## src/rtl/ps2_scancode_tx.sv

```systemverilog
// Device-side PS/2 keyboard emulator: turns the Temp/Humo alarm flags into
// make/break scan-code sequences and shifts them out as 11-bit PS/2 frames.
module ps2_scancode_tx #(
    parameter int CLK_DIV  = 2500,
    parameter int IDLE_GAP = 5000
) (
    input  logic       CLK_clk_i,
    input  logic       RST_rst_i,
    input  logic       Sensor_Temp_i,
    input  logic       Sensor_Humo_i,
    output logic       ps2_clk_o,
    output logic       ps2_data_o,
    output logic       busy_o,
    output logic       sent_o,
    output logic [7:0] code_o
);

    localparam int DIV_W = (CLK_DIV > 1) ? $clog2(CLK_DIV) : 1;
    localparam int GAP_W = (IDLE_GAP > 1) ? $clog2(IDLE_GAP) : 1;

    localparam logic [DIV_W-1:0] DIV_LAST = DIV_W'(CLK_DIV - 1);
    localparam logic [GAP_W-1:0] GAP_LAST = GAP_W'(IDLE_GAP - 1);

    localparam logic [2:0] ST_IDLE   = 3'd0;
    localparam logic [2:0] ST_START  = 3'd1;
    localparam logic [2:0] ST_DATA   = 3'd2;
    localparam logic [2:0] ST_PARITY = 3'd3;
    localparam logic [2:0] ST_STOP   = 3'd4;
    localparam logic [2:0] ST_GAP    = 3'd5;

    // 8'h00 never appears as a real code, so it doubles as "no key held".
    localparam logic [7:0] CODE_NONE  = 8'h00;
    localparam logic [7:0] CODE_TEMP  = 8'h2C;
    localparam logic [7:0] CODE_HUMO  = 8'h33;
    localparam logic [7:0] CODE_BOTH  = 8'h1C;
    localparam logic [7:0] CODE_BREAK = 8'hF0;

    logic [2:0]       state_q, state_d;
    logic [DIV_W-1:0] div_cnt_q, div_cnt_d;
    logic             low_phase_q, low_phase_d;
    logic [2:0]       bit_idx_q, bit_idx_d;
    logic [GAP_W-1:0] gap_cnt_q, gap_cnt_d;
    logic [7:0]       seq0_q, seq0_d;
    logic [7:0]       seq1_q, seq1_d;
    logic [7:0]       seq2_q, seq2_d;
    logic [1:0]       seq_len_q, seq_len_d;
    logic [1:0]       seq_idx_q, seq_idx_d;
    logic [7:0]       last_code_q, last_code_d;
    logic             clk_q, clk_d;
    logic             data_q, data_d;
    logic             busy_q, busy_d;
    logic             sent_q, sent_d;
    logic [7:0]       code_q, code_d;

    logic [7:0]       desired_code;
    logic [7:0]       cur_byte;
    logic             half_end;
    logic [2:0]       next_bit_idx;
    logic [1:0]       next_seq_idx;

    always_comb begin
        case ({Sensor_Temp_i, Sensor_Humo_i})
            2'b10:   desired_code = CODE_TEMP;
            2'b01:   desired_code = CODE_HUMO;
            2'b11:   desired_code = CODE_BOTH;
            default: desired_code = CODE_NONE;
        endcase
    end

    always_comb begin
        case (seq_idx_q)
            2'd0:    cur_byte = seq0_q;
            2'd1:    cur_byte = seq1_q;
            default: cur_byte = seq2_q;
        endcase
    end

    assign half_end     = (div_cnt_q == DIV_LAST);
    assign next_bit_idx = bit_idx_q + 3'd1;
    assign next_seq_idx = seq_idx_q + 2'd1;

    always_comb begin
        state_d     = state_q;
        div_cnt_d   = div_cnt_q;
        low_phase_d = low_phase_q;
        bit_idx_d   = bit_idx_q;
        gap_cnt_d   = gap_cnt_q;
        seq0_d      = seq0_q;
        seq1_d      = seq1_q;
        seq2_d      = seq2_q;
        seq_len_d   = seq_len_q;
        seq_idx_d   = seq_idx_q;
        last_code_d = last_code_q;
        clk_d       = clk_q;
        data_d      = data_q;
        busy_d      = busy_q;
        sent_d      = 1'b0;
        code_d      = code_q;

        case (state_q)
            ST_IDLE: begin
                clk_d  = 1'b1;
                data_d = 1'b1;
                busy_d = 1'b0;
                if (desired_code != last_code_q) begin
                    state_d     = ST_START;
                    busy_d      = 1'b1;
                    data_d      = 1'b0;
                    div_cnt_d   = '0;
                    low_phase_d = 1'b0;
                    seq_idx_d   = 2'd0;
                    last_code_d = desired_code;
                    if (last_code_q == CODE_NONE) begin
                        seq0_d    = desired_code;
                        seq_len_d = 2'd1;
                    end else if (desired_code == CODE_NONE) begin
                        seq0_d    = CODE_BREAK;
                        seq1_d    = last_code_q;
                        seq_len_d = 2'd2;
                    end else begin
                        seq0_d    = CODE_BREAK;
                        seq1_d    = last_code_q;
                        seq2_d    = desired_code;
                        seq_len_d = 2'd3;
                    end
                end
            end

            ST_START, ST_DATA, ST_PARITY, ST_STOP: begin
                if (!half_end) begin
                    div_cnt_d = div_cnt_q + DIV_W'(1);
                end else begin
                    div_cnt_d = '0;
                    if (!low_phase_q) begin
                        low_phase_d = 1'b1;
                        clk_d       = 1'b0;
                    end else begin
                        // End of a bit: clock back high and present the next bit together.
                        low_phase_d = 1'b0;
                        clk_d       = 1'b1;
                        case (state_q)
                            ST_START: begin
                                state_d   = ST_DATA;
                                bit_idx_d = 3'd0;
                                data_d    = cur_byte[0];
                            end
                            ST_DATA: begin
                                if (bit_idx_q == 3'd7) begin
                                    state_d = ST_PARITY;
                                    data_d  = ~^cur_byte;
                                end else begin
                                    bit_idx_d = next_bit_idx;
                                    data_d    = cur_byte[next_bit_idx];
                                end
                            end
                            ST_PARITY: begin
                                state_d = ST_STOP;
                                data_d  = 1'b1;
                            end
                            default: begin
                                state_d   = ST_GAP;
                                data_d    = 1'b1;
                                gap_cnt_d = '0;
                                sent_d    = 1'b1;
                                code_d    = cur_byte;
                            end
                        endcase
                    end
                end
            end

            ST_GAP: begin
                clk_d  = 1'b1;
                data_d = 1'b1;
                if (gap_cnt_q == GAP_LAST) begin
                    gap_cnt_d = '0;
                    if (next_seq_idx < seq_len_q) begin
                        state_d     = ST_START;
                        seq_idx_d   = next_seq_idx;
                        data_d      = 1'b0;
                        div_cnt_d   = '0;
                        low_phase_d = 1'b0;
                    end else begin
                        state_d = ST_IDLE;
                        busy_d  = 1'b0;
                    end
                end else begin
                    gap_cnt_d = gap_cnt_q + GAP_W'(1);
                end
            end

            default: begin
                state_d = ST_IDLE;
                clk_d   = 1'b1;
                data_d  = 1'b1;
                busy_d  = 1'b0;
            end
        endcase
    end

    always_ff @(posedge CLK_clk_i) begin
        if (!RST_rst_i) begin
            state_q     <= ST_IDLE;
            div_cnt_q   <= '0;
            low_phase_q <= 1'b0;
            bit_idx_q   <= 3'd0;
            gap_cnt_q   <= '0;
            seq0_q      <= 8'h00;
            seq1_q      <= 8'h00;
            seq2_q      <= 8'h00;
            seq_len_q   <= 2'd0;
            seq_idx_q   <= 2'd0;
            last_code_q <= CODE_NONE;
            clk_q       <= 1'b1;
            data_q      <= 1'b1;
            busy_q      <= 1'b0;
            sent_q      <= 1'b0;
            code_q      <= 8'h00;
        end else begin
            state_q     <= state_d;
            div_cnt_q   <= div_cnt_d;
            low_phase_q <= low_phase_d;
            bit_idx_q   <= bit_idx_d;
            gap_cnt_q   <= gap_cnt_d;
            seq0_q      <= seq0_d;
            seq1_q      <= seq1_d;
            seq2_q      <= seq2_d;
            seq_len_q   <= seq_len_d;
            seq_idx_q   <= seq_idx_d;
            last_code_q <= last_code_d;
            clk_q       <= clk_d;
            data_q      <= data_d;
            busy_q      <= busy_d;
            sent_q      <= sent_d;
            code_q      <= code_d;
        end
    end

    assign ps2_clk_o  = clk_q;
    assign ps2_data_o = data_q;
    assign busy_o     = busy_q;
    assign sent_o     = sent_q;
    assign code_o     = code_q;

endmodule
```

## config.mk

```make
export PLATFORM = sky130hd
export DESIGN_NAME = ps2_scancode_tx
export DESIGN_NICKNAME = d
export VERILOG_FILES = /design/src/rtl/ps2_scancode_tx.sv
export SDC_FILE = /design/constraint.sdc
export NUM_CORES = 1
export LEC_CHECK = 0
export BUFFER_PORTS_ARGS = -buffer_cell sky130_fd_sc_hd__buf_2
export CAP_MARGIN = 20
export CORE_AREA = 3 3 61 105
export CTS_CLUSTER_DIAMETER = 150
export DETAILED_ROUTE_END_ITERATION = 8
export DIE_AREA = 0 0 64 108
export GPL_TIMING_DRIVEN = 0
export PLACE_DENSITY = 0.8
export SETUP_SLACK_MARGIN = 0.05
export SLEW_MARGIN = 5
export SYNTH_ARGS = -nofsm -noshare
export SYNTH_HDL_FRONTEND = slang
export SYNTH_SLANG_ARGS = --single-unit
```

## constraint.sdc

```tcl
create_clock -name CLK_clk_i -period 4.9 [get_ports CLK_clk_i]
set_input_delay 0.735 -clock CLK_clk_i [delete_from_list [all_inputs] [get_ports CLK_clk_i]]
set_output_delay 0.735 -clock CLK_clk_i [all_outputs]
set_load 0.005 [all_outputs]
```

==> impl_metrics.env, run 1 <==
export IMPL_status="finished clean"
export IMPL_rsz0062_at_grt="no"
export IMPL_cts_tree="yes"
export IMPL_synth_area_leaders="dfxtp_1, nor2_1, xnor2_1"
export IMPL_cp_end_kind="flip-flop"
export IMPL_fin_util_pct=64.1
export IMPL_ir_worst_vdd_mv=0.232
export IMPL_synthesis_nets=406
export IMPL_tns_ns=0
export IMPL_fin_cells=495
export IMPL_p_sw_uw=376
export IMPL_num_io_pins=16
export IMPL_power_frac_comb_pct=21.7
export IMPL_netlist_area_um2=3300
export IMPL_die_h_um=108
export IMPL_antenna_cells=0
export IMPL_firstDrtPassIters=5
export IMPL_crit_type="flip-flop to flip-flop"
export IMPL_ys_warn_count=0
export IMPL_ctsHoldBuffers=0
export IMPL_slowest_stage="o31ai_1"
export IMPL_ys_seq_area_share_pct=37.0
export IMPL_max_stage_delay_ns=0.53
export IMPL_syn_inst=391
export IMPL_switching_share_pct=32.1
export IMPL_cts_path_max_buffers=2
export IMPL_vias_per_cell=6.25
export IMPL_row_count=36
export IMPL_setup_violations=0
export IMPL_cts_buffers=9
export IMPL_final_area_um2=3610
export IMPL_grt_antenna_before_repair=0
export IMPL_setup_worst_path_start_class="flip-flop"
export IMPL_cts_htree_levels=3
export IMPL_area_growth_pct=9.45
export IMPL_synth_ff_latch_count=61
export IMPL_wl_per_cell_um=16.4
export IMPL_min_period_ns=2.86
export IMPL_clock_skew_ns=0.0100
export IMPL_grt_pass1_vias=3026
export IMPL_drtIter0Drc=197
export IMPL_path_clk_slew_ns=0.06
export IMPL_postPlaceCellArea_um2=3460
export IMPL_clk_latency_ns=0.35
export IMPL_cts_sinks=61
export IMPL_yosysUniqueCellTypes=61
export IMPL_final_cell_mix="dfxtp_1, nor2_1, a21oi_1, nand2_1, buf_2"
export IMPL_hold_path_class="flip-flop to flip-flop"
export IMPL_grt_util_all_layers_pct=25.9
export IMPL_gp_congestion=0.857
export IMPL_root_buffer="clkbuf_8"
export IMPL_powerDensity_nw_per_um2=324
export IMPL_worst_slew_pin_slew_ns=0.887
export IMPL_mostFrequentLayoutCell="dfxtp_1"
export IMPL_crit_required_ns=5.12
export IMPL_syn_avg_cell_area_um2=8.43
export IMPL_synthArstFlopShare_pct=0
export IMPL_final_layout_size_suffix_gt1_share_pct=11.7
export IMPL_die_w_um=64
export IMPL_crit_fanout=10
export IMPL_layout_nets=431
export IMPL_wl_mm=8.11
export IMPL_drt_antenna_violating_nets=0
export IMPL_grt_overflow=0
export IMPL_cp_arrival_ns=3.08
export IMPL_drc=0
export IMPL_drv_cap=0
export IMPL_dp_hpwl_mm=5.94
export IMPL_vias=3095
export IMPL_clkPwrFrac_pct=30.5
export IMPL_leakagePower_nw=1.28
export IMPL_io_buffer_count=14
export IMPL_cp_cell_sequence="inv_1, ha_1, ha_1, a21boi_0, o31ai_1, o21ai_2, buf_6, clkbuf_1, o31ai_1, a21oi_1"
export IMPL_grt_max_degree=11
export IMPL_timing_hold_ws_ns=0.465
export IMPL_fp_dieArea_um2=6910
export IMPL_synth_top_area_share_pct=37.0
export IMPL_initial_core_util_pct=58.6
export IMPL_slew_violations=0
export IMPL_cts_resized_gates=0
export IMPL_grt_pass1_wl_mm=14.0
export IMPL_final_hold_violation_count=0
export IMPL_synth_edff_count=0
export IMPL_yosys_area_top_type="dfxtp_1"
export IMPL_core_area_um2=5630
export IMPL_place_inst=481
export IMPL_maxSlewHeadroom_pct=40.3
export IMPL_internal_power_uw=794
export IMPL_max_freq_mhz=350
export IMPL_yosys_most_used_dff="dfxtp_1"
export IMPL_fin_crit_sh_pct=58.3
export IMPL_cts_setup_buffers=0
export IMPL_seq_power_share_pct=47.8
-- metal layers --
| layer | global-route usage, % | up-vias | wire length [um] |
|---|---|---|---|
| li1 | - | 1500 | - |
| met1 | 27.4 | 1471 | 3090 |
| met2 | 46.5 | 90 | 4360 |
| met3 | 4.78 | 34 | 293 |
| met4 | 15.8 | 0 | 364 |
| met5 | 0 | - | 0 |
-- cell usage after synthesis, types with 5 or more instances --
master      n
a2111oi_0   5
nand4_1     9
inv_1      11
a211oi_1   10
or4_1      10
nand2b_1    5
buf_2       6
ha_1       11
mux2i_1     7
nand2_1    29
and3_1      5
nor2_1     42
o31ai_1    14
xnor2_1    17
o21ai_0     9
clkbuf_1   12
dfxtp_1    61
nor3_1     12
a21oi_1    29
nand3_1    19
-- path summary, 6_finish.rpt --
check,from,to,slack [ns],cells after the start
worst max register to register,seq_idx_q[0],div_cnt_q[4],2.04,10
worst min register to register,bit_idx_q[2],bit_idx_q[2],0.46,2
worst min-delay path,bit_idx_q[2],bit_idx_q[2],0.46,2
worst max-delay path,seq_idx_q[0],div_cnt_q[4],2.04,10
-- kinds of logic (layout without fill, tap and decap cells) --
kind of cell	Yosys count	count (layout)	share of synthesized area, %
adders and majority gates	11	11	4.17
muxes	8	8	2.47
AOI/OAI and AO/OA	98	98	20.8
DFF	61	61	37.0
xor gates and xnor gates	18	18	4.78
buffers and inverters	38	66	5.35
and+or+nand+nor	157	157	25.4
-- layout make-up --
cell class | count | area, um^2
clock inverter | 3 | 15.0
multi-input combinational | 292 | 1900
inverter | 12 | 45.0
buffer | 26 | 131
clock buffer | 11 | 131
sequential | 61 | 1220
timing repair buffer | 14 | 70.1
fill | 515 | 2020
tap | 76 | 95.1
-- flip-flops by register name, indices dropped and copies added, names as in the netlist --
| register | flops |
|---|---|
| seq1_q | 4 |
| seq_len_q | 1 |
| seq_idx_q | 2 |
| code_o | 5 |
| state_q | 3 |
| seq0_q | 5 |
| gap_cnt_q | 13 |
| ps2_data_o | 1 |
| low_phase_q | 1 |
| seq2_q | 4 |
| bit_idx_q | 3 |
| last_code_q | 4 |
| ps2_clk_o | 1 |
| sent_o | 1 |
| div_cnt_q | 12 |
| busy_o | 1 |
-- through the flow --
step                total power [mW]  setup WS (ns)
CTS                             1.17           2.09
floorplan                      0.751           2.43
detailed placement             0.819           1.89
global route                    1.23           1.92
finish                          1.17           2.04
global placement               0.815           1.94
-- power groups by stage --
stage	clock network (mW)	registers (mW)	logic (mW)
3_5_place_dp	0	0.570	0.249
3_3_place_gp	0	0.569	0.246
5_1_grt	0.382	0.563	0.285
6_report	0.357	0.560	0.254
2_1_floorplan	0	0.563	0.188
4_1_cts	0.360	0.559	0.251
-- worst max-delay path, delay by kind of cell, from the launching register on --
kind	cells	cell delay, ns
buffers and inverters	3	0.50
AO/OA/AOI/OAI	5	1.30
flip-flops	1	0.35
adder cells (fa/ha/maj)	2	0.60
Power figures use the tool's default switching activity.
==> run 2: changes to the inputs <==
--- a/config.mk
+++ b/config.mk
@@ -7,12 +7,12 @@
 export LEC_CHECK = 0
 export BUFFER_PORTS_ARGS = -buffer_cell sky130_fd_sc_hd__buf_2
 export CAP_MARGIN = 20
-export CORE_AREA = 3 3 61 105
+export CORE_AREA = 3 3 63 109
 export CTS_CLUSTER_DIAMETER = 150
 export DETAILED_ROUTE_END_ITERATION = 8
-export DIE_AREA = 0 0 64 108
+export DIE_AREA = 0 0 66 112
 export GPL_TIMING_DRIVEN = 0
-export PLACE_DENSITY = 0.8
+export PLACE_DENSITY = 0.79
 export SETUP_SLACK_MARGIN = 0.05
 export SLEW_MARGIN = 5
 export SYNTH_ARGS = -nofsm -noshare
==> constraint.sdc (replaced) <==
create_clock -name CLK_clk_i -period 2.3 [get_ports CLK_clk_i]
set_input_delay 0.345 -clock CLK_clk_i [delete_from_list [all_inputs] [get_ports CLK_clk_i]]
set_output_delay 0.345 -clock CLK_clk_i [all_outputs]
set_load 0.005 [all_outputs]
==> impl_metrics.env, run 2 (synthesis results as in run 1) <==
export IMPL_setup_violations=0
export IMPL_grt_pass1_vias=3036
export IMPL_place_ws_ns=-0.321
export IMPL_drv_cap=0
export IMPL_gr_max_usage_layer="met2"
export IMPL_ir_worst_vdd_mv=0.540
export IMPL_cp_cell_sequence="inv_2, ha_4, ha_4, a21boi_4, o31ai_4, o21ai_4, buf_6, or4_4, a21oi_2"
export IMPL_initial_core_util_pct=53.8
export IMPL_hold_path_class="input port to flip-flop"
export IMPL_cpMostUsedCell="ha_4"
export IMPL_dp_hpwl_mm=6.04
export IMPL_gp_congestion=0.870
export IMPL_antenna_cells=0
export IMPL_grt_antenna_before_repair=0
export IMPL_clkPwrFrac_pct=32.1
export IMPL_cts_path_max_buffers=2
export IMPL_cts_tree="yes"
export IMPL_cp_end_kind="flip-flop"
export IMPL_crit_required_ns=2.60
export IMPL_final_layout_size_suffix_gt1_share_pct=23.0
export IMPL_fp_dieArea_um2=7390
export IMPL_path_clk_slew_ns=0.07
export IMPL_grt_util_all_layers_pct=24.4
export IMPL_firstDrtPassIters=5
export IMPL_cts_htree_levels=3
export IMPL_use_met1_pct=25.4
export IMPL_final_hold_violation_count=0
export IMPL_slowest_stage="or4_4"
export IMPL_clk_latency_ns=0.36
export IMPL_cp_arrival_ns=2.54
export IMPL_io_buffer_count=14
export IMPL_die_w_um=66
export IMPL_clock_skew_ns=0.00596
export IMPL_power_mw=2.70
export IMPL_vias_per_cell=6.16
export IMPL_die_h_um=112
export IMPL_grt_util_met2_pct=42.2
export IMPL_drc=0
export IMPL_seq_power_share_pct=44.6
export IMPL_setup_worst_path_start_class="flip-flop"
export IMPL_status="finished clean"
export IMPL_p_sw_uw=925
export IMPL_maxSlewHeadroom_pct=41.8
export IMPL_fin_util_pct=64.6
export IMPL_grt_max_degree=12
export IMPL_wl_per_cell_um=17.1
export IMPL_rsz0062_at_grt="yes"
export IMPL_power_frac_comb_pct=23.3
export IMPL_regMostFlops="gap_cnt_q"
export IMPL_ctsHoldBuffers=0
export IMPL_drtIter0Drc=213
export IMPL_reg_top3="gap_cnt_q: 13 flops, div_cnt_q: 12 flops"
export IMPL_root_buffer="clkbuf_8"
export IMPL_grt_pass1_wl_mm=14.1
export IMPL_postPlaceCellArea_um2=3470
export IMPL_vias=3119
export IMPL_powerDensity_nw_per_um2=682
export IMPL_leakagePower_nw=1.39
export IMPL_num_io_pins=16
export IMPL_cts_buffers=9
export IMPL_crit_fanout=6
export IMPL_fin_crit_sh_pct=97.1
export IMPL_mostFrequentLayoutCell="dfxtp_1"
export IMPL_area_growth_pct=20.2
export IMPL_final_cell_mix="dfxtp_1, nor2_1, nand2_1"
export IMPL_max_stage_delay_ns=0.48
export IMPL_drt_antenna_violating_nets=0
export IMPL_row_count=38
export IMPL_layout_nets=436
export IMPL_slew_violations=0
export IMPL_use_met3_pct=6.56
export IMPL_largest_register_ffs=13
export IMPL_grt_overflow=0
export IMPL_internal_power_mw=1.78
export IMPL_crit_type="flip-flop to flip-flop"
export IMPL_core_area_um2=6130
export IMPL_worst_slew_pin_slew_ns=0.865
export IMPL_wl_mm=8.67
export IMPL_cts_sinks=61
export IMPL_max_freq_mhz=448
export IMPL_final_area_um2=3960
export IMPL_min_period_ns=2.23
export IMPL_fin_ws_ns=0.0666
export IMPL_switching_share_pct=34.3
[run 2: timing repair]
item                       in CTS  in global routing
pin swaps                       3                  7
cloned                          1                  0
setup buffers                   3                  4
gates resized for setup        21                 40
setup endpoints to repair      36                 35
[run 2: critical path, delay by kind of cell, from the launching register on]
kind            cells  cell delay, ns
compound gates      4            0.66
buf+inv             2            0.20
flops               1            0.35
simple gates        1            0.48
fa+ha+maj           2            0.47
[run 2: path summary, 6_finish.rpt]
check | cells after the start | endpoint | from | slack, ns
max | 9 | div_cnt_q[11] | seq_idx_q[0] | 0.07
min | 3 | div_cnt_q[0] | RST_rst_i | 0.46
max reg2reg | 9 | div_cnt_q[11] | seq_idx_q[0] | 0.07
min reg2reg | 2 | bit_idx_q[1] | bit_idx_q[1] | 0.46
[run 2: per-layer routing]
layer	wire length (um)	up-vias
met5	0	-
met4	485	0
met3	394	42
met2	4640	107
met1	3160	1472
li1	-	1498
[run 2: area by class of cell]
class | count | area [um^2]
Buffer | 23 | 154
Clock buffer | 10 | 138
Clock inverter | 6 | 38.8
Fill cell | 519 | 2170
Inverter | 12 | 45.0
Multi-Input combinational cell | 292 | 2130
Sequential cell | 61 | 1230
Tap cell | 80 | 100
Timing Repair Buffer | 22 | 128
[run 2: power groups by stage]
| stage | logic (mW) | registers, mW | clock network [mW] |
|---|---|---|---|
| floorplan | 0.403 | 1.20 | 0 |
| global placement | 0.528 | 1.21 | 0 |
| detailed placement | 0.538 | 1.22 | 0 |
| CTS | 0.574 | 1.19 | 0.871 |
| global route | 0.687 | 1.21 | 0.927 |
| finish | 0.630 | 1.20 | 0.867 |
[run 2: metrics by stage]
stage,std cells,hold slack (ns),TNS (ns)
floorplan,391,0.431,0
global placement,485,0.451,-7.18
detailed placement,485,0.456,-7.82
CTS,505,0.455,0
global route,506,0.452,-0.0299
finish,506,0.461,0
